--- src/rtl/retire_wb.sv ---
// Retire/writeback stage: registers the execute-stage uop into RB1, writes the RF, redirects on mispredict, squashes wrong path.
// Latency: one cycle from uinstr_ex1/result_ex1 to every _rb1 output; counters update on the same edge.
// Backpressure: stall holds all state and suppresses write/redirect pulses; uops arriving while flushing are dropped.
module retire_wb #(
    parameter int FLUSH_CYCLES = 3,
    parameter int CNT_W        = 64,
    parameter int MCNT_W       = 32,
    parameter int XLEN         = 64,
    parameter int PADDR_W      = 32
) (
    input  logic               clk,
    input  logic               reset,
    input  logic               stall,
    // uop layout: [8] valid, [7] mispred, [6:5] dst optype, [4:0] dst opreg
    input  logic [8:0]         uinstr_ex1,
    input  logic [XLEN-1:0]    result_ex1,
    output logic               br_mispred_rb1,
    output logic [PADDR_W-1:0] br_tgt_rb1,
    output logic               rfwr_en_rb1,
    output logic [4:0]         rfwr_addr_rb1,
    output logic [XLEN-1:0]    rfwr_data_rb1,
    output logic               flushing_rb1,
    output logic [CNT_W-1:0]   instret,
    output logic [MCNT_W-1:0]  mispred_cnt
);

    localparam int             FCW        = $clog2(FLUSH_CYCLES + 1);
    localparam logic [FCW-1:0] FLUSH_LOAD = FCW'(FLUSH_CYCLES);
    localparam logic [FCW-1:0] FCNT_ONE   = FCW'(1);
    localparam logic [1:0]     OP_REG     = 2'd1;

    typedef enum logic {ST_RUN, ST_FLUSH} state_t;

    state_t             state_q, state_d;
    logic [FCW-1:0]     flush_cnt_q, flush_cnt_d;
    logic               rfwr_en_q, rfwr_en_d;
    logic [4:0]         rfwr_addr_q, rfwr_addr_d;
    logic [XLEN-1:0]    rfwr_data_q, rfwr_data_d;
    logic               br_mispred_q, br_mispred_d;
    logic [PADDR_W-1:0] br_tgt_q, br_tgt_d;
    logic [CNT_W-1:0]   instret_q, instret_d;
    logic [MCNT_W-1:0]  mispred_cnt_q, mispred_cnt_d;

    logic       ui_valid, ui_mispred;
    logic [1:0] ui_optype;
    logic [4:0] ui_opreg;
    logic       accept_rb0;

    assign ui_valid   = uinstr_ex1[8];
    assign ui_mispred = uinstr_ex1[7];
    assign ui_optype  = uinstr_ex1[6:5];
    assign ui_opreg   = uinstr_ex1[4:0];

    // Only uops seen in RUN and not stalled are real; anything else is either retried or wrong-path.
    assign accept_rb0 = ui_valid & ~stall & (state_q == ST_RUN);

    // Flush FSM: a retiring mispredict opens a fixed squash window that only advances on non-stalled cycles.
    always_comb begin
        state_d     = state_q;
        flush_cnt_d = flush_cnt_q;
        if (!stall) begin
            case (state_q)
                ST_RUN: begin
                    if (accept_rb0 && ui_mispred) begin
                        state_d     = ST_FLUSH;
                        flush_cnt_d = FLUSH_LOAD;
                    end
                end
                ST_FLUSH: begin
                    if (flush_cnt_q == FCNT_ONE) begin
                        state_d     = ST_RUN;
                        flush_cnt_d = '0;
                    end else begin
                        flush_cnt_d = flush_cnt_q - FCNT_ONE;
                    end
                end
                default: begin
                    state_d     = ST_RUN;
                    flush_cnt_d = '0;
                end
            endcase
        end
    end

    // RB1 next values: pulses are gated by accept so a stall never duplicates a write or redirect.
    always_comb begin
        rfwr_addr_d   = rfwr_addr_q;
        rfwr_data_d   = rfwr_data_q;
        br_tgt_d      = br_tgt_q;
        mispred_cnt_d = mispred_cnt_q;
        // A mispredicting uop retires but never writes; x0 is hardwired zero.
        rfwr_en_d     = accept_rb0 & (ui_optype == OP_REG) & (ui_opreg != 5'd0) & ~ui_mispred;
        br_mispred_d  = accept_rb0 & ui_mispred;
        instret_d     = instret_q + CNT_W'(accept_rb0);
        if (!stall) begin
            rfwr_addr_d = ui_opreg;
            rfwr_data_d = result_ex1;
            br_tgt_d    = result_ex1[PADDR_W-1:0];
        end
        // Mispredict count saturates rather than wrapping.
        if (br_mispred_d && !(&mispred_cnt_q)) begin
            mispred_cnt_d = mispred_cnt_q + MCNT_W'(1);
        end
    end

    // State register with synchronous reset.
    always_ff @(posedge clk) begin
        if (reset) begin
            state_q       <= ST_RUN;
            flush_cnt_q   <= '0;
            rfwr_en_q     <= 1'b0;
            rfwr_addr_q   <= '0;
            rfwr_data_q   <= '0;
            br_mispred_q  <= 1'b0;
            br_tgt_q      <= '0;
            instret_q     <= '0;
            mispred_cnt_q <= '0;
        end else begin
            state_q       <= state_d;
            flush_cnt_q   <= flush_cnt_d;
            rfwr_en_q     <= rfwr_en_d;
            rfwr_addr_q   <= rfwr_addr_d;
            rfwr_data_q   <= rfwr_data_d;
            br_mispred_q  <= br_mispred_d;
            br_tgt_q      <= br_tgt_d;
            instret_q     <= instret_d;
            mispred_cnt_q <= mispred_cnt_d;
        end
    end

    assign rfwr_en_rb1    = rfwr_en_q;
    assign rfwr_addr_rb1  = rfwr_addr_q;
    assign rfwr_data_rb1  = rfwr_data_q;
    assign br_mispred_rb1 = br_mispred_q;
    assign br_tgt_rb1     = br_tgt_q;
    assign flushing_rb1   = (state_q == ST_FLUSH);
    assign instret        = instret_q;
    assign mispred_cnt    = mispred_cnt_q;

`ifndef SYNTHESIS
    // A redirect never comes with a writeback, and nothing redirects out of a flush window.
    a_redirect_no_write: assert property (@(posedge clk) disable iff (reset)
        br_mispred_rb1 |-> !rfwr_en_rb1);
    a_no_redirect_after_flush: assert property (@(posedge clk) disable iff (reset)
        flushing_rb1 |=> !br_mispred_rb1);
`endif

endmodule

--- config.mk ---
export PLATFORM = sky130hd
export DESIGN_NAME = retire_wb
export DESIGN_NICKNAME = d
export VERILOG_FILES = /design/src/rtl/retire_wb.sv
export SDC_FILE = /design/constraint.sdc
export NUM_CORES = 1
export LEC_CHECK = 0
export BUFFER_PORTS_ARGS = -buffer_cell sky130_fd_sc_hd__buf_4
export CORE_MARGIN = 4
export CORE_UTILIZATION = 51
export CTS_BUF_LIST = sky130_fd_sc_hd__clkbuf_4
export DETAILED_ROUTE_END_ITERATION = 12
export GPL_ROUTABILITY_DRIVEN = 0
export PLACE_DENSITY = 0.81
export SLEW_MARGIN = 20
export SYNTH_ARGS = -nofsm -noshare
export SYNTH_HDL_FRONTEND = slang
export SYNTH_SLANG_ARGS = --single-unit
--- constraint.sdc ---
create_clock -name clk -period 3.15 [get_ports clk]
set_input_delay 0.315 -clock clk [delete_from_list [all_inputs] [get_ports clk]]
set_output_delay 0.315 -clock clk [all_outputs]
set_load 0.02 [all_outputs]
* After elaboration in Yosys (flattened, before gate mapping)
Cells that the tools add are included.
** Storage, ports and cells
- Input bits :: 76
- Flip-flop bits (word level) :: 202
- Logic and storage cells :: 36
- Output and inout bits :: 200
** Cells by class
- $add $sub $neg :: 3
- Equal/unequal tests :: 3
- Bitwise gates (word level) :: 9
- Reduce and logical (&&, ||, !) cells :: 6
- Multiplexer cells :: 6
** Operators by type and width (count)
- $add A64 B1 Y64 :: 1
- $add A32 B1 Y32 const B :: 1
- $reduce_and A32 Y1 :: 1
- $and A1 B1 Y1 :: 6
- $reduce_bool A5 Y1 :: 1
- $eq A2 B1 Y1 const B :: 2
- $mux W2 :: 2
- $pmux W2 S2 :: 1
- $not A1 Y1 :: 3
- $logic_and A1 B1 Y1 :: 2
- $mux W1 :: 2
- $ne A2 B1 Y1 const B :: 1
- $pmux W1 S2 :: 1
- $reduce_and A2 Y1 :: 1
- $sub A2 B1 Y2 const B :: 1
- $logic_not A1 Y1 :: 1

* Longest topological paths before layout
- Depth after elaboration :: 6
- Mapped depth :: 9
- Gate-level depth less buffers :: 8

* Least setup slack after synthesis
Ideal clock, no wire load.
- Path type :: in2reg
- From :: input port stall
- To :: register instret_q[58] (netlist: instret[58])
- Arrival :: 2457 ps
- Stages :: 9
- Path buffers :: 1
- Required time :: 3080 ps
- Setup time :: 70 ps
- Setup slack :: 623 ps
- Cells stage by stage :: buf_6 > nor3b_1 > ha_1 > ha_1 > and3_1 > nand4_2 > or3_1 > or4_1 > a21oi_1
** On the way
- Cells in the longest elaborated chain, start to end :: 4
** Ends and longest elaborated chain
- from (decl) :: RTL line 13 : input logic stall,
- $not A1 Y1 (no source line)
- $and A1 B1 Y1 (2 in a row) :: RTL line 55 : assign accept_rb0 = ui_valid & ~stall & (state_q == ST_RUN);
- $add A64 B1 Y64 :: RTL line 94 : instret_d = instret_q + CNT_W'(accept_rb0);
- to (signal assigned) :: RTL line 126 : instret_q <= instret_d;
- to (decl) :: RTL line 41 : logic [CNT_W-1:0] instret_q, instret_d;
Every way passes these cells.
A chain may end at the register's enable or synchronous reset.

* Worst setup path in the final report
- From :: register state_q (netlist: flushing_rb1)
- To :: register instret_q[58] (netlist: instret[58])
** On the way
- Cells in the longest elaborated chain, start to end :: 3
** Ends and longest elaborated chain
- from (decl) :: RTL line 34 : state_t state_q, state_d;
- from (signal assigned) :: RTL line 119 : state_q <= state_d;
- $not A1 Y1
- $and A1 B1 Y1 :: RTL line 55
- $add A64 B1 Y64 :: RTL line 94
Every way passes these cells.

==> impl_metrics.ini <==
[detailed_routing]
viasPerCell = 5.56
drtIter0Drc = 491
drtPass1Iterations = 5
wl_mm = 23.6
wl_per_cell_um = 17.6
drc_errors = 0
vias = 7446
postRouteAntennaNets = 0

[yosys]
avgSynthCellArea_um2 = 8.88
synth_seq_area_share = 0.455
synth_top_area_frac = 0.455
netlist_area_mm2 = 0.00747
ys_warn_count = 0
yosys.area.top_type = dfxtp_1
synth.distinct_cells = 40
synth-seq-cells = 170
syn-num-nets = 921
synth_area_leaders = dfxtp_1 46%, mux2i_1 9.2%, nor2_1 6.1%
syn_inst = 841

[pwr]
ir_worst_vdd_mv = 0.418
powerDensity_mw_per_mm2 = 387
p_leak_nw = 4.47

[timing]
fin_skew_ps = 17.6
clock.fmax_ghz = 0.371
period_share = 0.855
tightestPinTransition_ps = 948
setup_viol = 0
hold_viol = 0
relSlewSlack = 0.368
period_needed_ps = 2690
finalSetupTns_ps = 0
drv_slew = 0
rsz0062_at_grt = no

[floorplan]
initial_core_util = 0.530
die_w_um = 129
die_area_mm2 = 0.0167
dieHeight_um = 129
fp-row-count = 43
pin_count = 276
core-area_mm2 = 0.0141

[run_status]
status = completed

[global_routing]
grt_pass1_wl_mm = 36.6
antenna_found_initial = 0
track_usage = 0.275
gr-total-overflow = 0
grt_max_degree = 89
grt_pass1_vias = 7084

[clocking]
clk-insertion-delay-late_ps = 560
cts_max_path_buffers = 2
ctsResizeCount = 0
clock_sinks = 170
cts_setup_buffers = 0
cts.clk_slew.worst_paths_ps = 120
cts_hold_buffers = 70
cts_tree = built
cts_buffers = 17
clk_root_buffer_cell = clkbuf_4
htree_levels = 4

[setup_path]
critical_path.max_fanout = 6
required_ps = 3640
worstSetupStartpointType = flop
end_kind = flop
crit_arrival_ps = 3190
worstSetupPathType = flop to flop

[layout]
drive_gt1_frac = 0.285
fillers = 1024
nNetsFinal = 1228
final_core_util = 0.741
antennaDiodeCount = 0
area_growth_pct = 39.9

[placement]
detailed_place_hpwl_mm = 15.6
port_buffers = 275

[flow_run]
maxCapViolations = 0

[hold_path]
hp-class = input port to flop
==> worst max-delay path, stage by stage (launching register included) <==
cell and delay (ps):
dfxtp_1 360, nor3b_1 330, ha_1 270, ha_1 220, and3_1 260, nand4_2 180
or3_1 360, or4_1 510, a21oi_1 140
==> layout by cell type, fill, tap and decap left out, drive strengths merged, types with 13 or more instances in the layout <==
cell type      n
clkbuf        21
o31ai         15
a21oi         57
dfxtp        170
dlygate4sd3   71
xnor2         13
o21ai         39
buf          289
nand4         39
nor2         122
mux2i         69
and3          13
nand2         38
nor4          15
or4           14
or3           40
xor2          26
nand3         37
==> worst paths after layout <==
kind,start,endpoint,slack [ps],depth (start not counted)
worst max register to register,flushing_rb1,instret[58],460,8
worst min register to register,instret[63],instret[63],500,2
worst max-delay path,flushing_rb1,instret[58],460,8
worst min-delay path,uinstr_ex1[5],rfwr_en_rb1,130,4
==> area by class of cell <==
class,instances,area (um2),area share
clock buffers,21,158,0.0151
multi-input cells,589,3630,0.348
flip-flops and latches,170,3400,0.326
clock inverters,9,101,0.00970
inverters,10,37.5,0.00359
well taps,180,225,0.0215
repair buffers,360,2890,0.277
==> logic make-up (layout without fill, tap and decap cells) <==
family                     after synthesis  after routing  synth area share
DFF                                    170            170             0.455
and+or+nand+nor                        360            360             0.254
AOI/OAI and AO/OA                      115            115            0.0836
buffers and inverters                   82            400            0.0591
muxes                                   71             71            0.0954
xor gates and xnor gates                39             39            0.0457
adders and majority gates                4              4           0.00670
==> metrics by stage <==
step / area, um2 / instances / total power [mW] / hold WS [ps] / setup WS (ps)
2_1_floorplan: 7470 / 841 / 2.56 / 450 / 623
3_3_place_gp: 9480 / 1238 / 2.76 / 471 / 460
3_5_place_dp: 9480 / 1238 / 2.77 / 478 / 396
4_1_cts: 10400 / 1338 / 4.04 / 12.7 / 471
5_1_grt: 10500 / 1339 / 4.20 / 73.9 / 227
6_report: 10500 / 1339 / 4.05 / 126 / 456
==> power breakdown <==
group | internal [mW] | switching [mW]
clock network | 0.491 | 0.738
logic | 0.279 | 0.287
registers | 2.21 | 0.0452
==> routing by layer <==
| layer | global-route usage | vias to the layer above | share of wire |
|---|---|---|---|
| met4 | 0.109 | 0 | 0.030 |
| met2 | 0.473 | 277 | 0.50 |
| met1 | 0.324 | 3553 | 0.40 |
| met3 | 0.0791 | 48 | 0.071 |
| met5 | 0 | - | 0 |
| li1 | - | 3568 | - |
==> flip-flops by register name (all words and copies together), names as in the netlist <==
register and count:
instret 64, rfwr_data_rb1 64, mispred_cnt 32, rfwr_addr_rb1 5, flush_cnt_q 2, br_mispred_rb1 1
flushing_rb1 1, rfwr_en_rb1 1
==> Yosys cell counts (all sizes together) <==
cell type / n
inv: 10
mux2i: 69
a211oi: 2
mux2: 2
and4: 9
nand4bb: 1
xor2: 26
nor2: 122
o21ai: 39
nor3b: 1
o41ai: 1
nand2: 38
or4: 14
nor4b: 2
nand4: 39
and2: 6
nor2b: 7
a21oi: 57
nor4: 15
clkbuf: 30
nor3: 12
or2: 4
buf: 42
dfxtp: 170
o31ai: 15
o21bai: 1
nand3: 37
and3: 13
ha: 4
xnor2: 13
or3: 40
Power figures use the tool's default switching activity.
